==> config.mk <==
export PLATFORM = sky130hd
export DESIGN_NAME = alarm_ctrl_display
export DESIGN_NICKNAME = d
export VERILOG_FILES = /design/src/rtl/alarm_pkg.sv /design/src/rtl/alarm_ctrl_display_seg7_hex.sv /design/src/rtl/alarm_ctrl_display.sv
export SDC_FILE = /design/constraint.sdc
export NUM_CORES = 1
export LEC_CHECK = 0
export ABC_AREA = 1
export CAP_MARGIN = 20
export CORE_MARGIN = 3
export CORE_UTILIZATION = 49
export CTS_CLUSTER_DIAMETER = 30
export CTS_CLUSTER_SIZE = 30
export DETAILED_ROUTE_END_ITERATION = 12
export PLACE_DENSITY = 0.69
export SETUP_SLACK_MARGIN = 0.3
export SYNTH_ARGS = -nofsm -noshare
export SYNTH_HDL_FRONTEND = slang
export SYNTH_SLANG_ARGS = --single-unit
export TNS_END_PERCENT = 50
==> constraint.sdc <==
create_clock -name clk -period 2.2 [get_ports clk]
set_input_delay 0.44 -clock clk [delete_from_list [all_inputs] [get_ports clk]]
set_output_delay 0.44 -clock clk [all_outputs]
set_load 0.05 [all_outputs]
==> src/rtl/alarm_pkg.sv <==
// alarm_pkg: shared definitions for the alarm controller and its display path.
//   state_e          FSM state encodings (IDLE / RINGING / SNOOZE), also driven on the
//                    state output pins.
//   SEG_A..SEG_G     bit positions of segments a..g in a 7-bit segment vector
//                    (a is the MSB).
//   HEX_SEG_TABLE    active-high a..g patterns for hex digits 0..F.
//   cnt_w()          counter width helper that never returns zero.
package alarm_pkg;

    typedef enum logic [1:0] {
        IDLE    = 2'd0,
        RINGING = 2'd1,
        SNOOZE  = 2'd2
    } state_e;

    localparam int SEG_A = 6;
    localparam int SEG_B = 5;
    localparam int SEG_C = 4;
    localparam int SEG_D = 3;
    localparam int SEG_E = 2;
    localparam int SEG_F = 1;
    localparam int SEG_G = 0;

    localparam logic [6:0] HEX_SEG_TABLE [16] = '{
        7'b1111110, 7'b0110000, 7'b1101101, 7'b1111001,
        7'b0110011, 7'b1011011, 7'b1011111, 7'b1110000,
        7'b1111111, 7'b1111011, 7'b1110111, 7'b0011111,
        7'b1001110, 7'b0111101, 7'b1001111, 7'b1000111
    };

    // A parameter of 1 would give a zero-width counter; keep at least one bit.
    function automatic int cnt_w(input int n);
        return (n > 1) ? $clog2(n) : 1;
    endfunction

endpackage

==> src/rtl/alarm_ctrl_display_seg7_hex.sv <==
// seg7_hex: combinational hex to 7-segment decoder.
//   hex  in  4  digit value 0..F
//   seg  out 7  active-high segments a..g, a at bit 6
module seg7_hex
    import alarm_pkg::*;
(
    input  logic [3:0] hex,
    output logic [6:0] seg
);

    assign seg = HEX_SEG_TABLE[hex];

endmodule

==> src/rtl/alarm_ctrl_display.sv <==
// alarm_ctrl_display: alarm compare, ring/snooze/stop FSM, and a multiplexed
// DIGITS-digit 7-segment driver.
//   clk, reset           system clock, synchronous active-high reset
//   time_bcd, alarm_bcd  4*DIGITS packed digits, digit 0 in the low nibble
//   alarm_en             arms the alarm; low forces IDLE
//   snooze, stop         one-cycle request pulses
//   ringring             buzzer square wave, only while RINGING
//   seginvert            active-low segments a..g (a at bit 6)
//   an                   active-low one-hot digit enables
//   state                current FSM state
module alarm_ctrl_display
    import alarm_pkg::*;
#(
    parameter int DIGITS     = 4,
    parameter int SCAN_DIV   = 50000,
    parameter int RING_HALF  = 25000,
    parameter int RING_MAX   = 30000000,
    parameter int SNOOZE_CYC = 300000000
) (
    input  logic                  clk,
    input  logic                  reset,
    input  logic [4*DIGITS-1:0]   time_bcd,
    input  logic [4*DIGITS-1:0]   alarm_bcd,
    input  logic                  alarm_en,
    input  logic                  snooze,
    input  logic                  stop,
    output logic                  ringring,
    output logic [6:0]            seginvert,
    output logic [DIGITS-1:0]     an,
    output logic [1:0]            state
);

    localparam int SCAN_W = cnt_w(SCAN_DIV);
    localparam int DIG_W  = cnt_w(DIGITS);
    localparam int TONE_W = cnt_w(RING_HALF);
    localparam int RING_W = cnt_w(RING_MAX);
    localparam int SNZ_W  = cnt_w(SNOOZE_CYC + 1);

    logic [SCAN_W-1:0] scan_cnt_q, scan_cnt_d;
    logic [DIG_W-1:0]  dig_idx_q,  dig_idx_d;
    logic              match_q,    match_d;
    state_e            state_q,    state_d;
    logic [RING_W-1:0] ring_cnt_q, ring_cnt_d;
    logic [TONE_W-1:0] tone_cnt_q, tone_cnt_d;
    logic [SNZ_W-1:0]  snz_cnt_q,  snz_cnt_d;
    logic              ringring_q, ringring_d;
    logic [6:0]        seg_q,      seg_d;
    logic [DIGITS-1:0] an_q,       an_d;

    logic [3:0] cur_digit;
    logic [6:0] seg_act;
    logic       trigger;

    assign cur_digit = time_bcd[int'(dig_idx_q)*4 +: 4];

    seg7_hex u_seg7_hex (
        .hex (cur_digit),
        .seg (seg_act)
    );

    always_comb begin
        // NOTE: every _d starts as its _q so no path through this block can infer a latch.
        scan_cnt_d = scan_cnt_q;
        dig_idx_d  = dig_idx_q;
        state_d    = state_q;
        ring_cnt_d = ring_cnt_q;
        tone_cnt_d = tone_cnt_q;
        snz_cnt_d  = snz_cnt_q;
        ringring_d = ringring_q;

        if (scan_cnt_q == SCAN_W'(SCAN_DIV - 1)) begin
            scan_cnt_d = '0;
            dig_idx_d  = (dig_idx_q == DIG_W'(DIGITS - 1)) ? '0 : dig_idx_q + 1'b1;
        end else begin
            scan_cnt_d = scan_cnt_q + 1'b1;
        end

        // Rising edge of the match only, so a held match rings once.
        match_d = alarm_en && (time_bcd == alarm_bcd);
        trigger = match_d && !match_q;

        unique case (state_q)
            IDLE: begin
                if (trigger) begin
                    state_d    = RINGING;
                    ring_cnt_d = '0;
                    tone_cnt_d = '0;
                    ringring_d = 1'b1;
                end
            end
            RINGING: begin
                if (!alarm_en || stop || ring_cnt_q == RING_W'(RING_MAX - 1)) begin
                    state_d    = IDLE;
                    ringring_d = 1'b0;
                end else if (snooze) begin
                    state_d    = SNOOZE;
                    snz_cnt_d  = SNZ_W'(SNOOZE_CYC - 1);
                    ringring_d = 1'b0;
                end else begin
                    ring_cnt_d = ring_cnt_q + 1'b1;
                    if (tone_cnt_q == TONE_W'(RING_HALF - 1)) begin
                        tone_cnt_d = '0;
                        ringring_d = !ringring_q;
                    end else begin
                        tone_cnt_d = tone_cnt_q + 1'b1;
                    end
                end
            end
            SNOOZE: begin
                if (!alarm_en || stop) begin
                    state_d = IDLE;
                end else if (snz_cnt_q == '0) begin
                    state_d    = RINGING;
                    ring_cnt_d = '0;
                    tone_cnt_d = '0;
                    ringring_d = 1'b1;
                end else begin
                    snz_cnt_d = snz_cnt_q - 1'b1;
                end
            end
            default: begin
                state_d    = IDLE;
                ringring_d = 1'b0;
            end
        endcase

        // Blank uses next-cycle state/tone so the dark phase lines up with ringring=0.
        seg_d = ~seg_act;
        if (state_d == RINGING && !ringring_d) begin
            an_d = '1;
        end else begin
            an_d = ~(DIGITS'(1) << dig_idx_q);
        end
    end

    always_ff @(posedge clk) begin
        // NOTE: state updates use <= so every flop samples pre-edge values.
        if (reset) begin
            scan_cnt_q <= '0;
            dig_idx_q  <= '0;
            match_q    <= 1'b0;
            state_q    <= IDLE;
            ring_cnt_q <= '0;
            tone_cnt_q <= '0;
            snz_cnt_q  <= '0;
            ringring_q <= 1'b0;
            seg_q      <= '1;
            an_q       <= '1;
        end else begin
            scan_cnt_q <= scan_cnt_d;
            dig_idx_q  <= dig_idx_d;
            match_q    <= match_d;
            state_q    <= state_d;
            ring_cnt_q <= ring_cnt_d;
            tone_cnt_q <= tone_cnt_d;
            snz_cnt_q  <= snz_cnt_d;
            ringring_q <= ringring_d;
            seg_q      <= seg_d;
            an_q       <= an_d;
        end
    end

    assign ringring  = ringring_q;
    assign seginvert = seg_q;
    assign an        = an_q;
    assign state     = state_q;

endmodule

==> metrics.txt <==
Crit-path slowest cell sky130_fd_sc_hd__clkdlybuf4s50_1; buffers added on ports 50; fraction of synthesis flops using an asynchronous set or reset pin 0%; setup repair after global routing missed its margin true; final wirelength 18700 um; Worst setup EP type output port; number of global-route vias before repair 6422; synthesized area per cell 6.42 um^2; critical path fanouts, max 1; Post-synth top cells sky130_fd_sc_hd__nand2_1 (229), sky130_fd_sc_hd__nor2_1 (181), sky130_fd_sc_hd__inv_1 (120); clock latency on the worst-skew pair 0.35 ns; final critical path time including I/O delays and setup 1.91 ns; overall die area 15800 um^2; delay-heaviest family, CP buffers and inverters; max_slew headroom 59.7%; Worst Hold Path Cells 1; HP Start scan_cnt_q[0]$_SDFF_PP0_; Unique masters post-synth 48; Worst Hold End scan_cnt_q[0]$_SDFF_PP0_; clock tree from TritonCTS done; register-to-register setup slack 0.41 ns; Max-Cap Viols 0; average detailed-routed wire length per instance 13.5 um; sequential group share of total power 49.4%; Die Width 126 um; critical register-to-register path startpoint ring_cnt_q[9]$_SDFFE_PP0P_; number of hold-slack violations in the final timing report 0; largest net degree at the start of global routing 62; main area contributors after synthesis sky130_fd_sc_hd__dfxtp_1 (29%), sky130_fd_sc_hd__nand2_1 (12%), sky130_fd_sc_hd__nor2_1 (9.7%); sink count of the clock tree 102; IO Pins 51; count of unresolved DRC violations after routing 0; Tightest Hold Check Type reg2reg; worst-case clock skew 0.00975 ns; largest stage delay on the critical path 0.81 ns; maximum resistive drop on vdd 0.355 mV; gp weighted congestion 0.924; clock buffers created by TritonCTS 9; per-cell via count in the routed design 5.15; Cells after DPL 1353; flip-flop cell with the highest count after synthesis sky130_fd_sc_hd__dfxtp_1; layout-stage area growth over the synthesis result 25.8%; First DRT Iteration DRCs 578; crit-path cells clkdlybuf4s50_1; number of storage elements in the synthesis netlist 102; number of antenna violations at the first check in global routing 0; Max Root-Sink Buffers 2; number of flops mapped to enable cells by yosys 0; global-route wire length before repair 30500 um; number of levels the H-tree was split into 3; portion of total power attributed to combinational logic 10.2%; post-route clock period utilization 86.8%; depth of the most critical reg-to-reg path 12; row cnt 43; top-count cell post-synth sky130_fd_sc_hd__nand2_1; overall global routing resource usage 22.9%; capture point of the worst reg-to-reg path ring_cnt_q[3]$_SDFFE_PP0P_; synthesized instance count 1092; Internal Pwr Total 2.80 mW; placed wire-length estimate 13400 um; summed instance area of the synthesized netlist 7010 um^2; core footprint 13900 um^2; Arrival @ worst endpoint 1.47 ns; Clock power frac 40.4%; total congestion overflow 0; proportion of total power due to net switching 25.7%; first drt pass iteration count 5; Worst-path clk slew 0.07 ns; final setup violation count 0; count of warnings emitted by yosys 0; Max Fclk 0.524 GHz; area taken by multi-input logic gates 4490 um^2; max-slew violation count 0; GRT Max-Usage Layer met2; layout cells sized above 1 22.5%; Tot Pwr 3.77 mW; clock tree root buffer cell sky130_fd_sc_hd__clkbuf_16; number of nets in the final layout 1248; met1 Track Usage GR 32.8%; Switching Power 0.967 mW; routing usage on met2 35.9%; net count after synthesis 1142; Cell Pwr Density 427 nW/um^2; starting density of the core 50.3%; fraction of the yosys area taken by sequential cells 29.1%; global-route track usage on met3 4.03%; Leak 3.82 nW; buffers plus inverters on the worst setup path 1; FF+latch area 2060 um^2; Layout fillers 1293; Die Height 126 um; number of cells in the finished layout apart from fillers 1383; status complete, no violations; post-synthesis cell type with the largest combined area sky130_fd_sc_hd__dfxtp_1; fraction of post-synthesis cell area in the top cell type by area 29.1%; total via count in the routed design 7127; crit path kind reg2out; Least-Margin Pin Slew 0.603 ns; ANT cells 0; post-detailed-route count of antenna-violating nets 0; Worst setup SP type flip-flop; Worst EP required 1.76 ns
[sequential cells by signal, summed over array words and instances (netlist names)]
signal / flops
an: 4
dig_idx_q: 2
match_q: 1
ring_cnt_q: 25
ringring: 1
scan_cnt_q: 16
seginvert: 7
snz_cnt_q: 29
state: 2
tone_cnt_q: 15
[cells by family (layout without fill, tap and decap cells)]
group	count (synthesis)	count (layout)	synth area share, %
simple gates	648	650	42.0
buf+inv	162	271	10.3
compound gates	131	131	11.8
flops	102	102	29.1
xor+xnor	36	36	4.50
fa+ha+maj	13	13	2.32
[how the worst max path moves through the flow]
| stage | cells past startpoint | to | slack (ns) | startpoint |
|---|---|---|---|---|
| 2_1_floorplan | 8 | snz_cnt_q[27]$_SDFFE_PP0P_ | 0.40 | state[0]$_SDFF_PP0_ |
| 4_1_cts | 1 | an[1] | 0.27 | an[1]$_SDFF_PP1_ |
| 6_report | 1 | an[1] | 0.29 | an[1]$_SDFF_PP1_ |
| 3_3_place_gp | 13 | tone_cnt_q[11]$_SDFFE_PP0P_ | -0.13 | alarm_bcd[1] |
| 5_1_grt | 14 | tone_cnt_q[1]$_SDFFE_PP0P_ | 0.25 | ring_cnt_q[1]$_SDFFE_PP0P_ |
| 3_5_place_dp | 13 | tone_cnt_q[4]$_SDFFE_PP0P_ | -0.13 | alarm_bcd[1] |
[power by group through the flow]
stage                     sequential (mW)  clock (mW)  combinational [mW]
final                                1.86        1.52               0.385
after global routing                 1.87        1.62               0.422
after CTS                            1.87        1.56               0.368
after detailed placement             1.91           0               0.366
after global placement               1.91           0               0.364
after floorplan                      1.95           0               0.138
[per-layer routing]
metal,vias to the layer above,part of all wire (%)
met2,169,45
met3,20,4.5
met5,-,0
met1,3216,49
met4,0,1.3
li1,3722,-
[cell type report]
cell class | instances | area share, %
multi-input cells | 830 | 50.9
flip-flops and latches | 102 | 23.3
repair buffers | 127 | 14.5
inverters | 128 | 5.58
clock buffers | 10 | 2.59
well taps | 180 | 2.55
clock inverters | 6 | 0.539
[timing repair]
item                       4_1_cts  5_1_grt
pin swaps                        2       29
resized for setup               13      111
buffers inserted                 0        9
setup endpoints to repair       63      107
hold buffers                     0        0
gates cloned                     1        4
[cells in the final DEF (no fill, tap or decap), types with 8 or more instances in the layout]
master,instances
sky130_fd_sc_hd__nand2_1,215
sky130_fd_sc_hd__nor2_1,166
sky130_fd_sc_hd__inv_1,111
sky130_fd_sc_hd__nand3_1,99
sky130_fd_sc_hd__dfxtp_1,92
sky130_fd_sc_hd__buf_4,64
sky130_fd_sc_hd__nand2_2,55
sky130_fd_sc_hd__a21oi_1,49
sky130_fd_sc_hd__a21oi_2,35
sky130_fd_sc_hd__dlymetal6s2s_1,29
sky130_fd_sc_hd__o21ai_0,27
sky130_fd_sc_hd__xor2_1,27
sky130_fd_sc_hd__nor3_1,24
sky130_fd_sc_hd__nand4_1,23
sky130_fd_sc_hd__nor2_2,17
sky130_fd_sc_hd__clkdlybuf4s50_1,15
sky130_fd_sc_hd__inv_2,14
sky130_fd_sc_hd__clkbuf_16,12
sky130_fd_sc_hd__ha_1,10
sky130_fd_sc_hd__xnor2_1,9
sky130_fd_sc_hd__or2_2,9
sky130_fd_sc_hd__dfxtp_2,8
[stage by stage]
stage / setup TNS, ns / cell area [um^2] / hold WS (ns) / util, % / worst slack (ns)
floorplan: 0 / 7010 / 0.418 / - / 0.401
global placement: -5.16 / 8050 / 0.431 / 57.8 / -0.126
detailed placement: -5.89 / 8050 / 0.438 / 57.8 / -0.128
CTS: 0 / 8370 / 0.428 / 60.0 / 0.268
global route: 0 / 8830 / 0.444 / 63.3 / 0.249
finish: 0 / 8830 / 0.430 / 63.3 / 0.290
Note: power is estimated with default switching activity, not from simulation.
